--- src/rtl/mat_pkg.sv ---
// Shared constants and types for the 5x5 matrix multiply / inversion blocks.
package mat_pkg;

  localparam int unsigned MAT_N     = 5;
  localparam int unsigned MAT_DW    = 8;
  localparam int unsigned MAT_ACC_W = 2 * MAT_DW + 3;

  typedef enum logic [1:0] {
    LOAD_A = 2'd0,
    LOAD_B = 2'd1,
    MAC    = 2'd2,
    OUT    = 2'd3
  } mat_state_e;

  typedef logic signed [MAT_DW-1:0]    mat_elem_t;
  typedef logic signed [MAT_ACC_W-1:0] mat_acc_t;

endpackage

--- src/rtl/mat_mac_unit.sv ---
// Signed DW x DW multiply with ACC_W accumulate; registered result.
module mat_mac_unit
  import mat_pkg::*;
#(
  parameter int unsigned DW    = MAT_DW,
  parameter int unsigned ACC_W = MAT_ACC_W
) (
  input  logic                    i_clk,
  input  logic                    i_rst,
  input  logic                    i_clr,
  input  logic                    i_en,
  input  logic signed [DW-1:0]    i_a,
  input  logic signed [DW-1:0]    i_b,
  output logic signed [ACC_W-1:0] o_acc
);

  logic signed [2*DW-1:0]  w_prod;
  logic signed [ACC_W-1:0] r_acc;

  assign w_prod = i_a * i_b;
  assign o_acc  = r_acc;

  // Accumulator: clear takes priority over enable; product is sign-extended.
  always_ff @(posedge i_clk) begin
    if (i_rst || i_clr) begin
      r_acc <= '0;
    end else if (i_en) begin
      r_acc <= r_acc + ACC_W'(w_prod);
    end
  end

endmodule

--- src/rtl/mat_mult_seq.sv ---
// Sequential N x N signed matrix multiplier C = A x B with streaming I/O.
module mat_mult_seq
  import mat_pkg::*;
#(
  parameter int unsigned N     = MAT_N,
  parameter int unsigned DW    = MAT_DW,
  parameter int unsigned ACC_W = MAT_ACC_W
) (
  input  logic                    clk,
  input  logic                    rst,
  input  logic                    in_valid,
  output logic                    in_ready,
  input  logic signed [DW-1:0]    in_data,
  output logic                    out_valid,
  input  logic                    out_ready,
  output logic signed [ACC_W-1:0] out_data,
  output logic                    out_last,
  output logic                    busy
);

  localparam int unsigned NN    = N * N;
  localparam int unsigned IDX_W = $clog2(NN);
  localparam int unsigned CNT_W = $clog2(N);

  mat_state_e              r_state;
  logic [IDX_W-1:0]        r_ld_cnt;
  logic [CNT_W-1:0]        r_i, r_j, r_k;
  logic                    r_in_ready;
  logic                    r_out_valid;
  logic signed [ACC_W-1:0] r_out_data;
  logic                    r_out_last;
  logic                    r_busy;

  logic signed [DW-1:0]    r_a [NN];
  logic signed [DW-1:0]    r_b [NN];

  logic                    w_accept;
  logic                    w_out_hs;
  logic                    w_is_last;
  logic [IDX_W-1:0]        w_a_idx, w_b_idx;
  logic                    w_mac_clr, w_mac_en;
  logic signed [ACC_W-1:0] w_acc;

  assign w_accept  = in_valid && r_in_ready;
  assign w_out_hs  = (r_state == OUT) && r_out_valid && out_ready;
  assign w_is_last = (r_i == CNT_W'(N - 1)) && (r_j == CNT_W'(N - 1));
  assign w_a_idx   = IDX_W'(r_i) * IDX_W'(N) + IDX_W'(r_k);
  assign w_b_idx   = IDX_W'(r_k) * IDX_W'(N) + IDX_W'(r_j);
  assign w_mac_en  = (r_state == MAC);
  assign w_mac_clr = (r_state == LOAD_A) || (r_state == LOAD_B) || w_out_hs;

  assign in_ready  = r_in_ready;
  assign out_valid = r_out_valid;
  assign out_data  = r_out_data;
  assign out_last  = r_out_last;
  assign busy      = r_busy;

  // Operand storage; never reset because every job overwrites it fully.
  always_ff @(posedge clk) begin
    if (!rst && w_accept) begin
      if (r_state == LOAD_A) begin
        r_a[r_ld_cnt] <= in_data;
      end else begin
        r_b[r_ld_cnt] <= in_data;
      end
    end
  end

  mat_mac_unit #(
    .DW    (DW),
    .ACC_W (ACC_W)
  ) u_mac (
    .i_clk (clk),
    .i_rst (rst),
    .i_clr (w_mac_clr),
    .i_en  (w_mac_en),
    .i_a   (r_a[w_a_idx]),
    .i_b   (r_b[w_b_idx]),
    .o_acc (w_acc)
  );

  // Control FSM: load A, load B, then N-cycle MAC and output per element.
  always_ff @(posedge clk) begin
    if (rst) begin
      r_state     <= LOAD_A;
      r_ld_cnt    <= '0;
      r_i         <= '0;
      r_j         <= '0;
      r_k         <= '0;
      r_in_ready  <= 1'b0;
      r_out_valid <= 1'b0;
      r_out_data  <= '0;
      r_out_last  <= 1'b0;
      r_busy      <= 1'b0;
    end else begin
      case (r_state)
        LOAD_A: begin
          r_in_ready <= 1'b1;
          if (w_accept) begin
            r_busy <= 1'b1;
            if (r_ld_cnt == IDX_W'(NN - 1)) begin
              r_ld_cnt <= '0;
              r_state  <= LOAD_B;
            end else begin
              r_ld_cnt <= r_ld_cnt + IDX_W'(1);
            end
          end
        end
        LOAD_B: begin
          if (w_accept) begin
            if (r_ld_cnt == IDX_W'(NN - 1)) begin
              r_ld_cnt   <= '0;
              r_i        <= '0;
              r_j        <= '0;
              r_k        <= '0;
              r_in_ready <= 1'b0;
              r_state    <= MAC;
            end else begin
              r_ld_cnt <= r_ld_cnt + IDX_W'(1);
            end
          end
        end
        MAC: begin
          if (r_k == CNT_W'(N - 1)) begin
            r_k     <= '0;
            r_state <= OUT;
          end else begin
            r_k <= r_k + CNT_W'(1);
          end
        end
        OUT: begin
          if (!r_out_valid) begin
            r_out_valid <= 1'b1;
            r_out_data  <= w_acc;
            r_out_last  <= w_is_last;
          end else if (out_ready) begin
            r_out_valid <= 1'b0;
            r_out_last  <= 1'b0;
            if (w_is_last) begin
              r_i        <= '0;
              r_j        <= '0;
              r_in_ready <= 1'b1;
              r_busy     <= 1'b0;
              r_state    <= LOAD_A;
            end else begin
              if (r_j == CNT_W'(N - 1)) begin
                r_j <= '0;
                r_i <= r_i + CNT_W'(1);
              end else begin
                r_j <= r_j + CNT_W'(1);
              end
              r_state <= MAC;
            end
          end
        end
        default: begin
          r_state     <= LOAD_A;
          r_ld_cnt    <= '0;
          r_i         <= '0;
          r_j         <= '0;
          r_k         <= '0;
          r_in_ready  <= 1'b0;
          r_out_valid <= 1'b0;
          r_out_last  <= 1'b0;
          r_busy      <= 1'b0;
        end
      endcase
    end
  end

endmodule

--- config.mk ---
export PLATFORM = sky130hd
export DESIGN_NAME = mat_mult_seq
export DESIGN_NICKNAME = d
export VERILOG_FILES = /design/src/rtl/mat_pkg.sv /design/src/rtl/mat_mac_unit.sv /design/src/rtl/mat_mult_seq.sv
export SDC_FILE = /design/constraint.sdc
export NUM_CORES = 1
export LEC_CHECK = 0
export CORE_UTILIZATION = 57
export DETAILED_ROUTE_END_ITERATION = 16
export HOLD_SLACK_MARGIN = 0.15
export PLACE_DENSITY = 0.77
export SYNTH_ARGS = -nofsm -noshare
export SYNTH_HDL_FRONTEND = slang
export SYNTH_SLANG_ARGS = --single-unit
--- constraint.sdc ---
create_clock -name clk -period 7.3 [get_ports clk]
set_clock_uncertainty 0.2 [all_clocks]
set_input_delay 1.825 -clock clk [delete_from_list [all_inputs] [get_ports clk]]
set_output_delay 1.825 -clock clk [all_outputs]
set_load 0.005 [all_outputs]
==> qor.csv, run 1 <==
stage;metric;value;unit
outcome;outcome;finished, violations left;
outcome;failed_checks;negative setup slack;
synthesis;ys_seq_area_frac;0.606;
floorplan;die_w;197;microns
floorplan;start_util;0.578;
worst_setup_path;crit_fanout;6;
synthesis;async_reset_ff_frac;0;
cells_and_area;fin_nets;1692;
synthesis;synth_top_family_by_area;multiplexers;
worst_setup_path;rrSetupSlack;-0.04;ns
cells_and_area;multi_input_area;8110;sq um
synthesis;synth_enable_flop_cells;400;
sta;grt_setup_unrepaired;true;
detailed_routing;drc;0;
sta;clock.fmax;136;MHz
synthesis;ys_ff_latch;458;
global_route;antenna_found_initial;0;
synthesis;ys_types;57;
clock_network;cts_inserted_buffers;47;
worst_setup_path;cp-start-kind;flop;
clock_network;clock-sinks;458;
worst_setup_path;critPathBufInv;8;
worst_setup_path;cp_common_cell;fa_1;
floorplan;die_area;38900;sq um
synthesis;synthMuxAreaShare;0.125;
clock_network;cts_hold_buf;0;
synthesis;ys_warn_count;0;
clock_network;cts_tree;built;
worst_setup_path;critPathMaxStageDelay;0.62;ns
synthesis;synth_xor_area_frac;0.0121;
cells_and_area;nFillCells;2452;
sta;fin_ws;-0.0366;ns
synthesis;synth-adder-area-share;0.120;
worst_setup_path;cp_top_family;adder cells;
power_and_ir_drop;ir_drop;214;uV
sta;post-route-period-util;1.01;
placed_design;place_congestion;0.890;
cells_and_area;antenna_cells;0;
sta;slew_headroom;0.287;
job;drv_cap;0;
cells_and_area;register_area;13200;sq um
sta;setup-violations-final;3;
floorplan;num_rows;71;
floorplan;core;37600;sq um
cells_and_area;drive_gt1_frac;0.220;
synthesis;synth-simple-area-share;0.0653;
sta;drv_slew;0;
floorplan;io_pins;35;
clock_network;clk_path_buf_depth;3;
global_route;grt_usage;0.263;
detailed_routing;wl_per_cell;24.1;microns
power_and_ir_drop;p_leak;8.79;nW
detailed_routing;ant_nets;0;
sta;period_needed;7.34;ns
synthesis;synthCells;1405;
cells_and_area;area_growth;16.2;%
power_and_ir_drop;p_per_area;229;nW/um^2
clock_network;insertion_delay;0.60;ns
global_route;first_global_vias;12800;
synthesis;synth_compound_area_frac;0.0386;
sta;finalHoldViolations;0;
detailed_routing;wirelength;49900;microns
synthesis;synth_ff_type;edfxtp_1;
detailed_routing;num_vias;12400;
worst_setup_path;required;7.57;ns
sta;timing.hold.ws;0.253;ns
synthesis;syn_area;21700;sq um
detailed_routing;first_pass_iters;6;
worst_setup_path;crit_slowest_cell;fa_2;
clock_network;cts_max_level;2;
sta;tightest_slew;1.07;ns
global_route;grt_pass1_wl;75700;microns
placed_design;port_buffers;34;
placed_design;placedCellCount;1965;
detailed_routing;detail_route.iter0.violations;1180;
global_route;grt_overflow;0;
cells_and_area;fin_cells;2072;
placed_design;dpl.hpwl;31200;microns
detailed_routing;vias_per_cell;5.99;
clock_network;clockRootBuffer;clkbuf_16;
worst_setup_path;worstSetupPathType;reg -> reg;
worst_setup_path;end_kind;flop;
power_and_ir_drop;total_power;5.79;mW
clock_network;path_clk_slew;0.07;ns
synthesis;synthesis.nets;1573;
hold_path;holdCritPathClass;reg -> reg;
worst_setup_path;cp.arrival;7.61;ns
floorplan;die_h;197;microns
global_route;grt_max_degree;51;
synthesis;syn_avg_cell_area;15.5;sq um
## worst min-delay path, stage by stage (launching register included)
cell	delay (ns)
dfxtp_1	0.30
nand2_1	0.05
a21oi_1	0.05
## registers in the layout, indices dropped and copies added (netlist names), 3 cells and up
register / cells
r_a: 200
u_mac.o_acc: 19
r_k: 3
out_data: 19
r_ld_cnt: 5
r_j: 3
r_b: 200
r_i: 3
## synthesized netlist by cell type, types with 3 or more instances
cell,count,area [sq um]
ha_1,69,863
mux2i_1,18,180
nor3_1,17,85.1
xnor2_1,18,158
o21ai_0,13,65.1
and2_1,15,93.8
buf_6,4,45.0
fa_1,87,1740
clkbuf_1,31,116
o21a_1,8,60.1
nand3_1,12,60.1
nand3b_1,6,45.0
buf_1,4,15.0
a211oi_1,6,45.0
xor2_1,7,61.3
a31oi_1,4,25.0
nor2b_1,6,37.5
nor4_1,3,18.8
nor2_1,107,402
o21ai_2,11,96.3
inv_1,123,462
dfxtp_1,58,1160
and3_1,3,18.8
nand2b_1,8,50.1
edfxtp_1,400,12000
a21oi_1,65,325
buf_4,4,30.0
nand4_1,8,50.1
buf_2,11,55.1
a21o_1,5,37.5
mux4_2,112,2520
o211ai_1,3,22.5
nand2_1,126,473
## cell families (layout without fill, tap and decap cells)
kind of cell,Yosys count,after routing
AOI/OAI and AO/OA,134,134
xor gates and xnor gates,27,27
adders and majority gates,156,156
buffers and inverters,177,333
DFF,458,458
muxes,131,131
and+or+nand+nor,322,322
## layout make-up
class | count | share of cell area
inverters | 123 | 0.0183
repair buffers | 124 | 0.0482
clock inverters | 26 | 0.0145
flip-flops and latches | 458 | 0.522
multi-input cells | 770 | 0.321
well taps | 511 | 0.0253
clock buffers | 60 | 0.0510
## path summary, 6_finish.rpt
kind                      from               to  depth (start not counted)
setup / recovery        r_k[0]  u_mac.o_acc[13]                         27
hold / removal    out_data[10]     out_data[10]                          2
setup reg to reg        r_k[0]  u_mac.o_acc[13]                         27
hold reg to reg   out_data[10]     out_data[10]                          2
## stage by stage
stage / setup slack, ns / utilization / instance area (sq um) / setup TNS [ns]
final: -0.0366 / 0.672 / 25300 / -0.0778
after global routing: -0.219 / 0.672 / 25300 / -1.07
after CTS: -0.0591 / 0.666 / 25000 / -0.121
after detailed placement: -0.147 / 0.614 / 23100 / -0.513
after global placement: -0.0315 / 0.614 / 23100 / -0.0699
after floorplan: 0.00621 / - / 21700 / 0
## repair_timing
| item | CTS | global route |
|---|---|---|
| setup buffers | 9 | 6 |
| gates cloned | 2 | 4 |
| endpoints found under the setup margin | 8 | 10 |
| resized for setup | 35 | 24 |
| pin swaps | 19 | 19 |
## power breakdown
group | switching (mW) | leakage, nW | internal [mW]
clock | 1.01 | 0.781 | 1.53
combinational | 0.226 | 3.94 | 0.165
sequential | 0.00331 | 4.07 | 2.85
total | 1.24 | 8.79 | 4.55
## routing by layer
layer  track usage  vias to the layer above  share of wire  routed length, microns
met4         0.102                        0          0.035                    1740
met2         0.433                      572           0.50                   25100
met5             0                        -              0                       0
li1              -                     5413              -                       -
met1         0.355                     6302           0.39                   19500
met3        0.0403                      119          0.072                    3580
## cells in the final DEF, fill, tap and decap left out, types with 7 or more instances in the layout
cell,count
nand4_1,8
dfxtp_1,54
o21a_1,8
nor3_1,17
xnor2_1,17
edfxtp_1,400
mux2i_1,18
clkdlybuf4s50_1,26
nand2_1,118
a21oi_1,60
ha_1,59
inv_1,120
buf_12,10
nand2_2,8
clkinv_1,10
fa_1,83
o21ai_2,8
ha_4,9
clkbuf_16,52
clkbuf_1,9
o21ai_0,10
nand2b_1,7
buf_4,70
and2_1,12
buf_2,8
nor2_1,107
nand3_1,11
mux4_2,112
bufinv_16,8
Power figures use the tool's default switching activity.
==> inputs of run 2 (changes only) <==
Settings changed: REMOVE_ABC_BUFFERS from default to 1.
==> qor.csv, run 2 (synthesis results as in run 1) <==
stage;metric;value;unit
global_route;grt_max_degree;51;
floorplan;core;37600;sq um
clock_network;path_clk_slew;0.06;ns
global_route;grt_overflow;0;
sta;finalHoldViolations;0;
job;drv_cap;0;
worst_setup_path;cp-start-kind;flop;
sta;grt_setup_unrepaired;true;
hold_path;holdPathStages;2;
cells_and_area;final_cell_mix;400 x edfxtp_1, 119 x inv_1, 112 x mux4_2, 110 x nand2_1, 106 x nor2_1;
floorplan;num_rows;71;
floorplan;die_h;197;microns
power_and_ir_drop;switchingPower;1.26;mW
worst_setup_path;end_kind;flop;
detailed_routing;detail_route.iter0.violations;1073;
power_and_ir_drop;p_leak;8.75;nW
global_route;grt_pass1_wl;75600;microns
sta;drv_slew;0;
worst_setup_path;cp_common_cell;fa_1;
clock_network;cts_tree;built;
clock_network;cts_inserted_buffers;44;
detailed_routing;wl_per_cell;23.7;microns
cells_and_area;reg.largest.list;r_a (200), r_b (200);
global_route;antenna_found_initial;2;
placed_design;place_ws;-0.0890;ns
worst_setup_path;timing.rr.start;r_k[0];
worst_setup_path;worstSetupPathType;reg -> reg;
sta;period_needed;7.25;ns
clock_network;cts_max_level;2;
power_and_ir_drop;ir_drop;207;uV
sta;fin_ws;0.0548;ns
detailed_routing;num_vias;12500;
placed_design;place_congestion;0.899;
worst_setup_path;rrSetupSlack;0.05;ns
floorplan;die_area;38900;sq um
outcome;outcome;finished, final reports clean;
sta;setup_tns;0;ns
detailed_routing;vias_per_cell;6.01;
cells_and_area;fin_nets;1699;
detailed_routing;ant_nets;0;
power_and_ir_drop;p_int;4.35;mW
worst_setup_path;critPathMaxStageDelay;0.59;ns
hold_path;holdCritPathClass;reg -> reg;
floorplan;io_pins;35;
sta;tightest_slew;1.08;ns
detailed_routing;first_pass_iters;5;
worst_setup_path;cp.arrival;7.50;ns
floorplan;start_util;0.578;
worst_setup_path;crit_fanout;6;
cells_and_area;layout_commonest_cell;edfxtp_1;
global_route;first_global_vias;12600;
worst_setup_path;required;7.55;ns
power_and_ir_drop;pwr-share-clk;0.408;
cells_and_area;area_growth;16.7;%
power_and_ir_drop;pwr-share-comb;0.084;
worst_setup_path;crit_slowest_cell;fa_2;
clock_network;clk_path_buf_depth;3;
clock_network;clockRootBuffer;clkbuf_16;
placed_design;dpl.hpwl;31300;microns
detailed_routing;drc;0;
placed_design;port_buffers;34;
clock_network;insertion_delay;0.59;ns
cells_and_area;drive_gt1_frac;0.246;
worst_setup_path;rr_endpoint;u_mac.o_acc[17];
power_and_ir_drop;total_power;5.61;mW
sta;clock.fmax;138;MHz
power_and_ir_drop;p_seq_frac;0.508;
sta;slew_headroom;0.278;
global_route;grt_usage;0.264;
cells_and_area;fin_util;0.675;
power_and_ir_drop;netSwitchingFraction;0.224;
worst_setup_path;ff2ff_path_depth;28;
cells_and_area;fin_cells;2077;
floorplan;die_w;197;microns
placed_design;placedCellCount;1978;
sta;setup-violations-final;0;
hold_path;min_to;out_data[5];
detailed_routing;wirelength;49200;microns
power_and_ir_drop;p_per_area;221;nW/um^2
hold_path;min_from;out_data[5];
clock_network;clock-sinks;458;
sta;post-route-period-util;0.992;
-- run 2: cell count changes in the layout (fill, tap and decap cells not counted), moves of 6 or more --
| cell | previous run | this run |
|---|---|---|
| ha_4 | 9 | 15 |
| nand2_2 | 8 | 16 |
| nand2_1 | 118 | 110 |
| clkbuf_16 | 52 | 44 |
-- run 2: stage by stage --
step           hold WS [ns]  instance area [sq um]
6_report              0.251                  25400
3_5_place_dp          0.247                  23200
5_1_grt               0.270                  25400
2_1_floorplan         0.239                  21500
3_3_place_gp          0.242                  23200
4_1_cts               0.255                  25100
-- run 2: worst max path at each step --
stage	cells past startpoint	start	to
after CTS	26	r_i[2]	u_mac.o_acc[13]
after global routing	26	r_i[1]	u_mac.o_acc[13]
after floorplan	23	r_k[2]	u_mac.o_acc[15]
after detailed placement	27	r_i[0]	u_mac.o_acc[13]
final	28	r_k[0]	u_mac.o_acc[17]
after global placement	25	r_i[0]	u_mac.o_acc[13]
-- run 2: worst max-delay path, delay by kind of cell, from the launching register on --
family          cells  cell delay (ns)
simple gates        3             0.22
mux                 2             0.87
flops               1             0.34
fa+ha+maj           9             3.76
compound gates      6             0.86
buf+inv             8             0.85
-- run 2: repair_timing --
action | CTS | global route
resized for setup | 45 | 57
pin swaps | 23 | 23
endpoints found under the setup margin | 6 | 10
setup buffers | 10 | 4
hold buffers | 0 | 0
gates cloned | 6 | 0
-- run 2: power groups by stage --
stage | sequential (mW) | clock, mW | combinational (mW)
finish | 2.85 | 2.29 | 0.472
global route | 2.85 | 2.42 | 0.520
CTS | 2.85 | 2.31 | 0.401
detailed placement | 2.91 | 0 | 0.391
global placement | 2.91 | 0 | 0.380
floorplan | 2.90 | 0 | 0.228
-- run 2: cell type report --
| class | count | area, sq um |
|---|---|---|
| flip-flops and latches | 458 | 13200 |
| clock buffers | 48 | 1120 |
| inverters | 123 | 462 |
| fillers | 2447 | 12200 |
| clock inverters | 32 | 344 |
| repair buffers | 134 | 1330 |
| multi-input cells | 770 | 8300 |
| diodes | 1 | 2.50 |
| well taps | 511 | 639 |
-- run 2: per-layer routing --
layer	GRT usage	vias to the layer above	part of all wire
met3	0.0458	86	0.082
met2	0.426	627	0.49
met1	0.375	6343	0.40
met5	0	-	0.00026
li1	-	5424	-
met4	0.0732	2	0.023
